==> src/rtl/riscv_pkg.sv <==
// Shared core constants and writeback source encoding.
// Imported by the writeback arbiter and its scoreboard.
package riscv_pkg;

  localparam int XLEN       = 32;
  localparam int REG_ADDR_W = 5;
  localparam int NREG       = 32;

  typedef enum logic [1:0] {
    SRC_NONE,
    SRC_ALU,
    SRC_LD,
    SRC_MD
  } wb_src_e;

endpackage

==> src/rtl/wb_scoreboard.sv <==
// Pending-write scoreboard for long-latency results.
// A set and a clear of the same register in one cycle leaves it busy.
module wb_scoreboard #(
  parameter int NREG = riscv_pkg::NREG
) (
  input  logic                              clk,
  input  logic                              rst,
  input  logic                              set_en,
  input  logic [riscv_pkg::REG_ADDR_W-1:0]  set_rd,
  input  logic                              clr_en,
  input  logic [riscv_pkg::REG_ADDR_W-1:0]  clr_rd,
  output logic [NREG-1:0]                   busy
);

  import riscv_pkg::*;

  logic [NREG-1:0] busy_q;

  // Clear first, then set, so a same-cycle set wins; x0 never pends.
  always_ff @(posedge clk) begin
    if (rst) begin
      busy_q <= '0;
    end else begin
      if (clr_en) busy_q[clr_rd] <= 1'b0;
      if (set_en) busy_q[set_rd] <= 1'b1;
      busy_q[0] <= 1'b0;
    end
  end

  assign busy = busy_q;

endmodule

==> src/rtl/wb_arbiter.sv <==
// Writeback arbiter: ALU first, load and mul/div share a round-robin slot.
// Owns the registered write port, decode bypass and scoreboard hookup.
module wb_arbiter #(
  parameter int XLEN = riscv_pkg::XLEN,
  parameter int NREG = riscv_pkg::NREG
) (
  input  logic                              clk,
  input  logic                              rst,
  input  logic                              alu_valid,
  input  logic [riscv_pkg::REG_ADDR_W-1:0]  alu_rd,
  input  logic [XLEN-1:0]                   alu_data,
  input  logic                              ld_valid,
  output logic                              ld_ready,
  input  logic [riscv_pkg::REG_ADDR_W-1:0]  ld_rd,
  input  logic [XLEN-1:0]                   ld_data,
  input  logic                              md_valid,
  output logic                              md_ready,
  input  logic [riscv_pkg::REG_ADDR_W-1:0]  md_rd,
  input  logic [XLEN-1:0]                   md_data,
  input  logic                              issue_valid,
  input  logic [riscv_pkg::REG_ADDR_W-1:0]  issue_rd,
  output logic                              wb_wen,
  output logic [riscv_pkg::REG_ADDR_W-1:0]  wb_rd,
  output logic [XLEN-1:0]                   wb_data,
  input  logic [riscv_pkg::REG_ADDR_W-1:0]  rs1,
  input  logic [riscv_pkg::REG_ADDR_W-1:0]  rs2,
  output logic                              fwd1_hit,
  output logic [XLEN-1:0]                   fwd1_data,
  output logic                              fwd2_hit,
  output logic [XLEN-1:0]                   fwd2_data,
  output logic [NREG-1:0]                   busy
);

  import riscv_pkg::*;

  // ptr_q = 0 favours load, 1 favours mul/div
  logic                  ptr_q;
  logic                  both_valid;
  logic                  ld_fire;
  logic                  md_fire;
  wb_src_e               src;
  logic [REG_ADDR_W-1:0] sel_rd;
  logic [XLEN-1:0]       sel_data;
  logic                  sel_wr;
  logic                  clr_en;
  logic [REG_ADDR_W-1:0] clr_rd;
  logic                  set_en;

  assign both_valid = ld_valid && md_valid;

  assign ld_ready = !rst && !alu_valid && (!md_valid || !ptr_q);
  assign md_ready = !rst && !alu_valid && (!ld_valid ||  ptr_q);

  assign ld_fire = ld_valid && ld_ready;
  assign md_fire = md_valid && md_ready;

  // Pick which source, if any, is accepted this cycle.
  always_comb begin
    src = SRC_NONE;
    if (alu_valid && !rst) src = SRC_ALU;
    else if (ld_fire)      src = SRC_LD;
    else if (md_fire)      src = SRC_MD;
  end

  // Route the accepted source onto the write candidate.
  always_comb begin
    sel_rd   = '0;
    sel_data = '0;
    unique case (src)
      SRC_ALU: begin
        sel_rd   = alu_rd;
        sel_data = alu_data;
      end
      SRC_LD: begin
        sel_rd   = ld_rd;
        sel_data = ld_data;
      end
      SRC_MD: begin
        sel_rd   = md_rd;
        sel_data = md_data;
      end
      default: ;
    endcase
  end

  assign sel_wr = (src != SRC_NONE) && (sel_rd != '0);

  // Registered write port; rd/data hold when nothing is written.
  always_ff @(posedge clk) begin
    if (rst) begin
      wb_wen  <= 1'b0;
      wb_rd   <= '0;
      wb_data <= '0;
    end else begin
      wb_wen <= sel_wr;
      if (sel_wr) begin
        wb_rd   <= sel_rd;
        wb_data <= sel_data;
      end
    end
  end

  // Round-robin pointer moves only after a contested handshake.
  always_ff @(posedge clk) begin
    if (rst) begin
      ptr_q <= 1'b0;
    end else if (both_valid && (ld_fire || md_fire)) begin
      ptr_q <= ~ptr_q;
    end
  end

  assign set_en = issue_valid && (issue_rd != '0);
  assign clr_en = ld_fire || md_fire;
  assign clr_rd = ld_fire ? ld_rd : md_rd;

  wb_scoreboard #(
    .NREG (NREG)
  ) u_sb (
    .clk    (clk),
    .rst    (rst),
    .set_en (set_en),
    .set_rd (issue_rd),
    .clr_en (clr_en),
    .clr_rd (clr_rd),
    .busy   (busy)
  );

  assign fwd1_hit  = wb_wen && (wb_rd == rs1) && (rs1 != '0);
  assign fwd2_hit  = wb_wen && (wb_rd == rs2) && (rs2 != '0);
  assign fwd1_data = fwd1_hit ? wb_data : '0;
  assign fwd2_data = fwd2_hit ? wb_data : '0;

  // A stalled producer must keep its result steady until taken.
  ld_hold: assert property (@(posedge clk) disable iff (rst)
    ld_valid && !ld_ready |=>
      !ld_valid || ($stable(ld_rd) && $stable(ld_data)));

  md_hold: assert property (@(posedge clk) disable iff (rst)
    md_valid && !md_ready |=>
      !md_valid || ($stable(md_rd) && $stable(md_data)));

endmodule
==> config.mk <==
export PLATFORM = sky130hd
export DESIGN_NAME = wb_arbiter
export DESIGN_NICKNAME = d
export VERILOG_FILES = /design/src/rtl/riscv_pkg.sv /design/src/rtl/wb_scoreboard.sv /design/src/rtl/wb_arbiter.sv
export SDC_FILE = /design/constraint.sdc
export NUM_CORES = 1
export LEC_CHECK = 0
export CAP_MARGIN = 25
export CORE_ASPECT_RATIO = 1.25
export CORE_MARGIN = 3
export CORE_UTILIZATION = 29
export DETAILED_ROUTE_END_ITERATION = 6
export GPL_TIMING_DRIVEN = 0
export PLACE_DENSITY_LB_ADDON = 0.15
export SLEW_MARGIN = 20
export SYNTH_ARGS = -nofsm -noshare
export SYNTH_HDL_FRONTEND = slang
export SYNTH_SLANG_ARGS = --single-unit
==> constraint.sdc <==
create_clock -name clk -period 5.88 [get_ports clk]
set_input_delay 0.588 -clock clk [delete_from_list [all_inputs] [get_ports clk]]
set_output_delay 0.588 -clock clk [all_outputs]
set_load 0.01 [all_outputs]
==> impl_results.md <==
- First-iteration detailed-routing DRC count: 342
- Number of buffers added on ports: ~270
- Synth area leaders: dfxtp_1 37%, and2_1 11%, a222oi_1 9.8%, o211ai_1 6.4%, nand4_1 5.8%
- Largest net degree at the start of global routing: 15
- Tmin final: 3.619 ns
- Number of buffers inserted by post-CTS setup repair: 0
- Die outline area: approximately 14000 um^2
- Clock network latency to the later pin of the worst-skew pair: between 0.3 and 0.4 ns
- Bufs on Longest Clock Path: 2
- Number of setup violations in the final report: 0
- Crit Path Category: in2out
- Element type at the critical path end: primary output
- Post-Route Skew: 0.006825 ns
- Synth Area per Inst: 8.756 um^2
- Peak ir drop on the vdd network: approximately 0.11 mV
- Total CTS buffers: 9
- Layout cell share with drive strength beyond 1: 0.07972
- Number of routed nets with antenna violations: 0
- Die Y-Extent: 133.7 um
- Area share of the largest cell type after synthesis: 0.3705
- Power density of the placed cells: 210.9 nW/um^2
- Reported max-cap violation count: 0
- Unrepaired setup endpoints after global routing: no
- Detailed Route WL: 17230 um
- Leakage power summed over all cells: between 0.002 and 0.0025 uW
- Detailed placer's ending HPWL: 13850 um
- Global-route usage over all layers: 0.2284
- Setup slack at placement: 2.248 ns
- Clock Root Buffer: clkbuf_16
- Number of search-and-repair iterations in the first detailed-routing pass: 7
- Total cell area at the placement stage: 6665 um^2
- Netlist cell types: 39
- Post-route cell area: around 7000 um^2
- Post-synthesis cell area: 3782 um^2
- Average wire per cell in the routed design: 19.50 um
- GRT Residual Overflow: 0
- Data arrival time of the worst path: slightly above 3 ns
- Setup WS post-layout: 2.261 ns
- Slew Limit Fails: 0
- Status: finished clean
- Resized cells post-CTS: 0
- Share of the cycle needed by the critical path after routing: 0.6154
- Maximum fanout count along the critical path: 10
- Final hold viol count: 0
- Width of the chip: 108.1 um
- Via count of the first global-routing pass: 4634
- Number of H-tree branching levels: 3
- Via/cell ratio: 5.264
- Via count: between 4000 and 5000
- Count of pins on the block boundary: 270
- Clock edge transition at the registers on the reported setup and hold paths: roughly 0.06 ns
- Number of warnings issued by yosys: 0
- Area of the core: 12720 um^2
- Number of synthesized register bits: 70
- CTS tree: built
- Layout net count: approximately 840
- CTS Sinks: 70
- Crit path launch type: primary input
- Worst-margin pin slew: 1.010 ns
- Headroom to the max-slew limit: 0.3267
- Setup TNS: 0 ns
- Dominant cell type by area after synthesis: dfxtp_1
- Number of fill cells: 1192
- Synth Instances: 432
- Number of DRC violations after detailed routing: 0
- Initial antenna violation count: 1
- Path class of the lowest-slack min-delay path: reg2reg
- Initial Util: 0.2974
- Area overhead of the layout relative to synthesis: 84.98%
- # rows: 46
- Worst path required time: 5.29 ns
- Final Wtd Congestion: 0.8635
- Wire length of the first global-routing pass: around 26000 um
- Share of the yosys chip area belonging to registers: 0.3705
- Syn_nets: 564
- Number of hold buffers added after CTS: 0
- Highest achievable clock rate: 0.2763 GHz
==> Yosys cell counts <==
master,n
dfxtp_1,70
and2_1,66
a222oi_1,37
nand4_1,35
o21ai_0,35
o211ai_1,32
clkbuf_1,25
o21ai_2,20
nand2_1,12
o21ai_1,11
buf_2,9
nor2_1,7
xor2_1,7
nor3_1,6
a21oi_1,5
a31oi_1,5
nand3_1,5
nor2b_1,5
a41oi_1,4
and3_1,4
buf_6,4
inv_1,4
nor4_1,4
nor4b_1,3
buf_4,2
xnor2_1,2
a211oi_2,1
a2bb2oi_1,1
a32oi_1,1
and2_4,1
and4b_1,1
clkbuf_2,1
conb_1,1
inv_2,1
nand3b_1,1
nor2b_2,1
nor3b_1,1
nor4b_4,1
or3_1,1
==> layout make-up <==
type	count	area [um^2]	share of cell area
sequential	70	1401	0.2003
multi-input combinational	316	2158	0.3085
clock buffer	9	225.2	0.03219
tap	168	210.2	0.03004
buffer	41	203.9	0.02915
inverter	5	18.77	0.002682
antenna	1	2.502	0.0003577
clock inverter	7	103.9	0.01484
timing repair buffer	267	2673	0.3820
==> state kept, by name, indices dropped and copies added, names as in the netlist <==
| name | count |
|---|---|
| u_sb.busy | 31 |
| wb_data | 32 |
| wb_wen | 1 |
| ptr_q | 1 |
| wb_rd | 5 |
==> routing by layer <==
| layer | global-route usage | vias to the layer above | share of wire |
|---|---|---|---|
| met3 | 0.06447 | 23 | 0.083 |
| met4 | 0.07439 | 0 | 0.022 |
| li1 | - | 2245 | - |
| met5 | 0 | - | 0 |
| met1 | 0.2494 | 2196 | 0.37 |
| met2 | 0.4191 | 189 | 0.52 |
==> cell families after synthesis <==
| kind of cell | count (synthesis) | share of synthesized area |
|---|---|---|
| flops | 70 | 0.3705 |
| simple gates | 154 | 0.2481 |
| xor+xnor | 9 | 0.02084 |
| buf+inv | 46 | 0.05888 |
| other cells | 1 | 0.0009914 |
| compound gates | 152 | 0.3007 |
==> power breakdown <==
group / internal (uW) / switching (uW)
sequential: 505 / 31.3
combinational: 185 / 155
clock: 377 / 222
total: 1070 / 408
==> worst paths after layout <==
path	depth (start not counted)	startpoint	end	slack [ns]
min	2	wb_data[9]$_SDFFE_PP0P_	wb_data[9]$_SDFFE_PP0P_	0.49
max	8	rs1[4]	fwd1_data[11]	2.26
max reg2reg	9	ptr_q$_SDFFE_PP0P_	wb_data[21]$_SDFFE_PP0P_	3.53
min reg2reg	2	wb_data[9]$_SDFFE_PP0P_	wb_data[9]$_SDFFE_PP0P_	0.49
==> cell usage in the layout (no fill, tap or decap), types with 5 or more instances in the layout <==
master             n
clkdlybuf4s50_1  267
dfxtp_1           70
and2_1            66
a222oi_1          37
o21ai_0           35
nand4_1           35
o211ai_1          32
clkbuf_1          25
o21ai_2           20
nand2_1           12
o21ai_1           11
buf_2              9
clkbuf_16          9
xor2_1             7
nor2_1             7
nor3_1             6
a21oi_1            5
nor2b_1            5
nand3_1            5
a31oi_1            5
==> per-stage QoR <==
stage / instances / hold slack, ns / util / power, uW
after floorplan: 432 / 0.5042 / - / 675.5
after global placement: 867 / 0.4746 / 0.5240 / 881.0
after detailed placement: 867 / 0.4832 / 0.5240 / 888.5
after CTS: 883 / 0.4958 / 0.5499 / 1489
after global routing: 884 / 0.5273 / 0.5501 / 1539
final: 884 / 0.4940 / 0.5501 / 1475
==> critical path, cell delays in order <==
cell             delay [ns]
clkdlybuf4s50_1        0.42
nor3_1                 0.18
a21oi_1                0.06
nor4_1                 0.35
and3_1                 0.33
clkbuf_1               0.36
and2_1                 0.18
clkdlybuf4s50_1        0.56
No activity file was read; power rests on OpenSTA's default activity.
